`src/rtl/tmds_deserializer.sv`:
```
// One-channel TMDS receiver: DDR bit capture, control-token word alignment,
// lock supervision and TMDS 8b/10b decode, all on serclk.
//
// state  | meaning
// -------+------------------------------------------------------------
// HUNT   | scan both bit phases every cycle for a control token
// VERIFY | alignment chosen; counting consecutive tokens at boundaries
// LOCKED | alignment trusted; one decoded word per 5 cycles
module tmds_deserializer #(
  parameter int LOCK_TOKENS   = 4,
  parameter int TIMEOUT_WORDS = 4096
) (
  input  logic       serclk,
  input  logic       rst_n,
  input  logic       rising,
  input  logic       falling,
  input  logic       realign,
  output logic [9:0] word,
  output logic [7:0] data,
  output logic [1:0] c,
  output logic       de,
  output logic       valid,
  output logic       locked
);

  typedef enum logic [1:0] {S_HUNT, S_VERIFY, S_LOCKED} state_t;

  localparam logic [3:0]  LOCK_N = 4'(LOCK_TOKENS);
  localparam logic [15:0] TO_N   = 16'(TIMEOUT_WORDS);

  state_t      state, state_nx;
  // Bit 0 of the nominal 12-bit history is never part of a candidate, so it is not kept.
  logic [11:1] sr;
  logic [2:0]  phase, phase_nx;
  logic        sel_b, sel_b_nx;
  logic [3:0]  tok_cnt, tok_cnt_nx, tok_cnt_inc;
  logic [15:0] to_cnt, to_cnt_nx, to_cnt_inc;
  logic [9:0]  word_nx, cand_a, cand_b, cand_sel;
  logic [7:0]  data_nx;
  logic [1:0]  c_nx;
  logic        de_nx, valid_nx, boundary;

  function automatic logic is_token(input logic [9:0] q);
    case (q)
      10'b1101010100, 10'b0010101011,
      10'b0101010100, 10'b1010101011: is_token = 1'b1;
      default:                        is_token = 1'b0;
    endcase
  endfunction

  function automatic logic [1:0] token_code(input logic [9:0] q);
    case (q)
      10'b0010101011: token_code = 2'b01;
      10'b0101010100: token_code = 2'b10;
      10'b1010101011: token_code = 2'b11;
      default:        token_code = 2'b00;
    endcase
  endfunction

  function automatic logic [7:0] decode_byte(input logic [9:0] q);
    logic [7:0] d;
    logic [7:0] r;
    d    = q[9] ? ~q[7:0] : q[7:0];
    r    = '0;
    r[0] = d[0];
    for (int i = 1; i < 8; i++)
      r[i] = q[8] ? (d[i] ^ d[i-1]) : ~(d[i] ^ d[i-1]);
    return r;
  endfunction

  assign cand_a      = sr[11:2];
  assign cand_b      = sr[10:1];
  assign cand_sel    = sel_b ? cand_b : cand_a;
  assign boundary    = (phase == 3'd4);
  assign tok_cnt_inc = (tok_cnt == 4'hF) ? tok_cnt : tok_cnt + 4'd1;
  assign to_cnt_inc  = (to_cnt == 16'hFFFF) ? to_cnt : to_cnt + 16'd1;
  assign locked      = (state == S_LOCKED);

  always_comb begin
    state_nx   = state;
    phase_nx   = boundary ? 3'd0 : phase + 3'd1;
    sel_b_nx   = sel_b;
    tok_cnt_nx = tok_cnt;
    to_cnt_nx  = to_cnt;
    word_nx    = word;
    data_nx    = data;
    c_nx       = c;
    de_nx      = de;
    valid_nx   = 1'b0;
    if (realign) begin
      state_nx   = S_HUNT;
      phase_nx   = 3'd0;
      tok_cnt_nx = '0;
      to_cnt_nx  = '0;
    end else begin
      case (state)
        S_HUNT: begin
          if (is_token(cand_a) || is_token(cand_b)) begin
            sel_b_nx   = !is_token(cand_a);
            tok_cnt_nx = 4'd1;
            to_cnt_nx  = '0;
            phase_nx   = 3'd0;
            state_nx   = (LOCK_TOKENS <= 1) ? S_LOCKED : S_VERIFY;
          end
        end
        S_VERIFY: begin
          if (boundary) begin
            if (is_token(cand_sel)) begin
              tok_cnt_nx = tok_cnt_inc;
              if (tok_cnt_inc >= LOCK_N) begin
                state_nx  = S_LOCKED;
                to_cnt_nx = '0;
              end
            end else begin
              state_nx   = S_HUNT;
              tok_cnt_nx = '0;
            end
          end
        end
        S_LOCKED: begin
          if (boundary) begin
            valid_nx = 1'b1;
            word_nx  = cand_sel;
            if (is_token(cand_sel)) begin
              de_nx     = 1'b0;
              c_nx      = token_code(cand_sel);
              data_nx   = '0;
              to_cnt_nx = '0;
            end else begin
              de_nx     = 1'b1;
              data_nx   = decode_byte(cand_sel);
              to_cnt_nx = to_cnt_inc;
              // The word that exhausts the timeout is still emitted.
              if (to_cnt_inc >= TO_N) begin
                state_nx   = S_HUNT;
                to_cnt_nx  = '0;
                tok_cnt_nx = '0;
              end
            end
          end
        end
        default: state_nx = S_HUNT;
      endcase
    end
  end

  always_ff @(posedge serclk or negedge rst_n) begin
    if (!rst_n) begin
      state   <= S_HUNT;
      sr      <= '0;
      phase   <= '0;
      sel_b   <= 1'b0;
      tok_cnt <= '0;
      to_cnt  <= '0;
      word    <= '0;
      data    <= '0;
      c       <= '0;
      de      <= 1'b0;
      valid   <= 1'b0;
    end else begin
      sr      <= {falling, rising, sr[11:3]};
      state   <= state_nx;
      phase   <= phase_nx;
      sel_b   <= sel_b_nx;
      tok_cnt <= tok_cnt_nx;
      to_cnt  <= to_cnt_nx;
      word    <= word_nx;
      data    <= data_nx;
      c       <= c_nx;
      de      <= de_nx;
      valid   <= valid_nx;
    end
  end

endmodule
```
`config.mk`:
```
export PLATFORM = sky130hd
export DESIGN_NAME = tmds_deserializer
export DESIGN_NICKNAME = d
export VERILOG_FILES = /design/src/rtl/tmds_deserializer.sv
export SDC_FILE = /design/constraint.sdc
export NUM_CORES = 1
export LEC_CHECK = 0
export BUFFER_PORTS_ARGS = -buffer_cell sky130_fd_sc_hd__buf_2
export CORE_MARGIN = 4
export CORE_UTILIZATION = 45
export DETAILED_ROUTE_END_ITERATION = 16
export GPL_ROUTABILITY_DRIVEN = 0
export HOLD_SLACK_MARGIN = 0.15
export PLACE_DENSITY = 0.6
export SYNTH_ARGS = -nofsm -noshare
export SYNTH_HDL_FRONTEND = slang
export SYNTH_SLANG_ARGS = --single-unit
```
`constraint.sdc`:
```
create_clock -name serclk -period 3.25 [get_ports serclk]
set_clock_uncertainty 0.1 [all_clocks]
set_input_delay 0 -clock serclk [delete_from_list [all_inputs] [get_ports serclk]]
set_output_delay 0 -clock serclk [all_outputs]
set_load 0.05 [all_outputs]
```
# After elaboration in Yosys (flattened, before gate mapping)
# Index checks and enable logic that the tools add are counted.
[classes]
bitwise = 16
muxes = 62
n_reduce_logical = 13
n_eq_ne = 25
add_sub_neg = 3
order_cmp = 2
[op_table]
columns = ["operator", "n"]
rows = [
  ["$mux 16", 9],
  ["$eq 10x10->1 const B", 6],
  ["$pmux 16 s3", 1],
  ["$mux 4", 8],
  ["$eq 10x8->1 const B", 3],
  ["$eq 10x9->1 const B", 3],
  ["$mux 1", 26],
  ["$reduce_and 6->1", 3],
  ["$add 16x1->16 const B", 1],
  ["$eq 16x16->1 const B", 1],
  ["$ge 16x13->1 const B", 1],
  ["$mux 2", 8],
  ["$mux 8", 2],
  ["$ne 3x3->1 const B", 5],
  ["$mux 3", 4],
  ["$pmux 2 s3", 2],
  ["$pmux 4 s3", 1],
  ["$reduce_or 4->1", 3],
  ["$mux 10", 1],
  ["$not 1->1", 8],
  ["$not 8->8", 1],
  ["$xor 1x1->1", 7],
  ["$ne 3x2->1 const B", 2],
  ["$reduce_and 3->1", 2],
  ["other kinds (13)", 13],
]
[totals]
input_bits = 5
register_bits = 59
out_inout_bits = 23

# Longest topological paths before layout
[depth]
depth_word = 11
ltp_mapped = 12
ltp_nobuf = 9

# Worst setup path after synthesis
# Ideal clock, no wire load.
[synth_path]
path_kind = "register to register"
startpoint = "reg sel_b"
endpoint = "reg to_cnt[2]"
path_stages_with_launch = 11
setup_time_ns = 0.121
arrival_time_ns = 2.399
n_path_buf = 3
period_less_slack_ns = 2.621
setup_slack_ns = 0.629
t_required_ns = 3.029
cell_sequence = "dfrtp_1 > buf_2 > mux2i_1 > ha_1 > nand4_1 > mux2i_4 > o21ai_1 > a21o_1 > buf_4 > buf_4 > o22a_1"
[synth_via]
elab_chain_len = 11
word_cells_on_any_way = 18
classes_between = "eq/ne (5); mux (11); reduce/logical (2)"
[synth_lines]
columns = ["element", "line_no", "source"]
rows = [
  ["start: declaration", "35", "logic sel_b, sel_b_nx;"],
  ["start signal: assignment", "164", "sel_b <= sel_b_nx;"],
  ["$mux 10 *", "73", "assign cand_sel = sel_b ? cand_b : cand_a;"],
  ["$eq 10x10->1, or another cell as far along", "44", "case (q)"],
  ["$reduce_or 4->1 *", "44", ""],
  ["$mux 1 *", "44", ""],
  ["$mux 1 *", "107, 121", ""],
  ["$mux 1", "96", "case (state)"],
  ["$mux 1", "90", "if (realign) begin"],
  ["$mux 16", "124", "if (is_token(cand_sel)) begin"],
  ["$mux 16", "121", "if (boundary) begin"],
  ["$pmux 16 s3", "96", ""],
  ["$mux 16", "90", ""],
  ["end signal: assignment", "166", "to_cnt <= to_cnt_nx;"],
  ["end: declaration", "37", "logic [15:0] to_cnt, to_cnt_nx, to_cnt_inc;"],
]
# Mark *: on every way between the ends. The rest lies on a longest branch, timed or not. The select of a mux whose other input is x is not followed.
# A chain may end at the register's enable or synchronous reset.

# Worst setup path in the final report
[layout_path]
startpoint = "reg sel_b"
endpoint = "reg to_cnt[5]"
# The elaborated chain is that of the path after synthesis.

==> results.py <==
metrics = {
    "status": {
        "status": "complete, no violations",
    },
    "global_route": {
        "grt_pass1_vias": 2283,
        "grt_antenna_before_repair": 0,
        "grt_usage": 0.1672,
        "globalRouteOverflowTotal": 0,
        "grt_max_degree": 44,
        "grt_first_pass_wirelength_um": 11270,
    },
    "setup_path": {
        "cp.required_ps": 3350,
        "arrival_ps": 2930,
        "start_kind": "flip-flop",
        "r2r_slack_ps": 430,
        "criticalPathCategory": "reg2reg",
        "path_max_fanout": 19,
        "endpoint_kind": "flip-flop",
    },
    "layout": {
        "diodes": 0,
        "synthToLayoutAreaGrowth_pct": 16.07,
        "final_common_cell": "dfrtp_1",
        "final_cell_mix": "dfrtp_1 (58), nand2_1 (32), buf_2 (27)",
        "drive_above_1_share": 0.1811,
        "num-nets-final": 375,
        "design_area_um2": 3661,
    },
    "power": {
        "pwr-share-seq": 0.450,
        "p_leak_nw": 1.695,
        "p_clk_frac": 0.376,
        "combPwrFrac": 0.174,
        "cellPowerDensity_nw_per_um2": 481.6,
        "p_int_mw": 1.251,
        "total_power_mw": 1.763,
        "switching_share": 0.2905,
        "power.switching_uw": 512.2,
        "ir_worst_vdd_v": 0.0002745,
    },
    "clock_tree": {
        "clock_latency_ps": 330,
        "cts_htree_levels": 3,
        "cts_tree": "built",
        "cts_setup_buffers": 0,
        "clkTransAtPathRegs_ps": 70,
        "cts_root_buf": "clkbuf_8",
        "cts_buffers": 9,
        "clock-sinks": 59,
        "ctsLongestPathBuffers": 2,
    },
    "placed_design": {
        "port_buffers": 27,
        "hpwl_um": 4646,
        "dpl_cell_area_um2": 3422,
        "pre_cts_slack_ps": 127.0,
    },
    "worst_hold_path": {
        "hp-class": "in2reg",
    },
    "sta": {
        "slew_headroom": 0.3724,
        "min_period_ps": 2824,
        "hold_violations": 0,
        "fmax_mhz": 354.1,
        "period_share": 0.8688,
        "rsz0062_at_grt": "false",
        "setup_slack_ps": 426.2,
        "drv_slew": 0,
        "tns_ps": 0,
        "hold_slack_ps": 209.9,
        "setup_viol": 0,
        "worst_slew_pin_slew_ps": 941.4,
    },
    "routing": {
        "totalWireLength_um": 6428,
        "antenna_left": 0,
        "via_count": 2364,
        "via_per_inst": 5.196,
        "wl_per_cell_um": 14.13,
        "drtIter0Drc": 103,
        "dr.pass1.iters": 4,
        "drc": 0,
    },
    "floorplanning": {
        "die_x_um": 91.72,
        "rows": 30,
        "core_area_um2": 6794,
        "die_h_um": 91.72,
        "start_util": 0.4643,
        "die_area_um2": 8413,
        "pin_count": 28,
    },
    "synthesis": {
        "synth-edff-count": 0,
        "netlist_area_um2": 3154,
        "yosysSeqAreaShare": 0.4681,
        "synth_nets": 335,
        "synth_cells": 314,
        "synth-main-ff-cell": "dfrtp_1",
        "avgSynthCellArea_um2": 10.05,
        "synthArstFlopShare": 1.000,
        "synth_cell_type_count": 54,
        "synth-warning-count": 0,
        "synth-seq-cells": 59,
    },
    "run": {
        "max-cap-violations": 0,
    },
}
## kinds of logic (layout without fill, tap and decap cells)
family / after synthesis / in the layout / synth area share
mux: 17 / 17 / 0.06386
simple gates: 108 / 108 / 0.1884
buf+inv: 30 / 75 / 0.03887
fa+ha+maj: 16 / 16 / 0.06347
compound gates: 72 / 72 / 0.1440
flops: 59 / 59 / 0.4681
xor+xnor: 12 / 12 / 0.03332
## power by group through the flow
stage               logic [mW]  registers [mW]  clock network [mW]
CTS                      0.311           0.791               0.678
detailed placement       0.305           0.805                   0
global route             0.346           0.797               0.719
floorplan                0.241           0.797                   0
global placement         0.306           0.804                   0
finish                   0.307           0.793               0.663
## flip-flops by register name, summed over array words and instances, names as in the netlist, 2 cells and up
name,flops
to_cnt,16
sr,11
word,10
data,8
tok_cnt,4
phase,3
c,2
state,2
## final cells by class
| class | instances | area (um2) |
|---|---|---|
| clock inverter | 5 | 52.55 |
| inverter | 20 | 75.07 |
| fill | 624 | 3133 |
| clock buffer | 11 | 141.4 |
| sequential | 59 | 1478 |
| multi-input combinational | 225 | 1559 |
| timing repair buffer | 39 | 235.2 |
| tap | 96 | 120.1 |
## critical path: stages (launching register included)
cell     delay [ps]
dfrtp_2         560
mux2i_2         410
ha_1            210
nand4_1         210
mux2i_4         380
o21ai_1         120
a21o_1          380
o21ai_0         220
o21ai_0         100
## synth_stat cells, types with 6 or more instances
cell type | count | area [um2]
dfrtp_1 | 59 | 1476
nand2_1 | 32 | 120.1
o21ai_0 | 25 | 125.1
inv_1 | 19 | 71.32
ha_1 | 16 | 200.2
nor2_1 | 15 | 56.30
nand3_1 | 14 | 70.07
mux2i_1 | 13 | 130.1
a21oi_1 | 10 | 50.05
nand4_1 | 10 | 62.56
xnor2_1 | 9 | 78.83
o21ai_1 | 8 | 40.04
nor2b_1 | 6 | 37.54
nor3_1 | 6 | 30.03
o31ai_1 | 6 | 45.04
## metal layers
metal  global-route usage  vias up  part of all wire
met5                    0        -                 0
met4              0.07054        0             0.012
met3              0.03774        7             0.035
met2               0.2508       46              0.46
met1               0.2327     1107              0.50
li1                     -     1204                 -
## what timing repair did
item / 4_1_cts / 5_1_grt
endpoints found under the setup margin: 0 / 16
hold buffers: 4 / 0
resized for setup: 0 / 2
endpoints found under the hold margin: 50 / 0
## worst paths after layout
kind / startpoint / end / depth (start not counted)
worst min-delay path: rising / sr[10]$_DFF_PN0_ / 2
max in group asynchronous: rst_n / to_cnt[2]$_DFFE_PN0P_ / 3
worst max register to register: sel_b$_DFFE_PN0P_ / to_cnt[5]$_DFFE_PN0P_ / 8
min in group asynchronous: rst_n / word[8]$_DFFE_PN0P_ / 2
worst min register to register: sr[11]$_DFF_PN0_ / sr[9]$_DFF_PN0_ / 0
worst max-delay path: sel_b$_DFFE_PN0P_ / to_cnt[5]$_DFFE_PN0P_ / 8
## through the flow
stage	instances	utilization
final	455	0.5389
after global routing	455	0.5389
after CTS	455	0.5381
after detailed placement	435	0.5037
after global placement	435	0.5037
after floorplan	314	-
(Power assumes the default switching activity.)
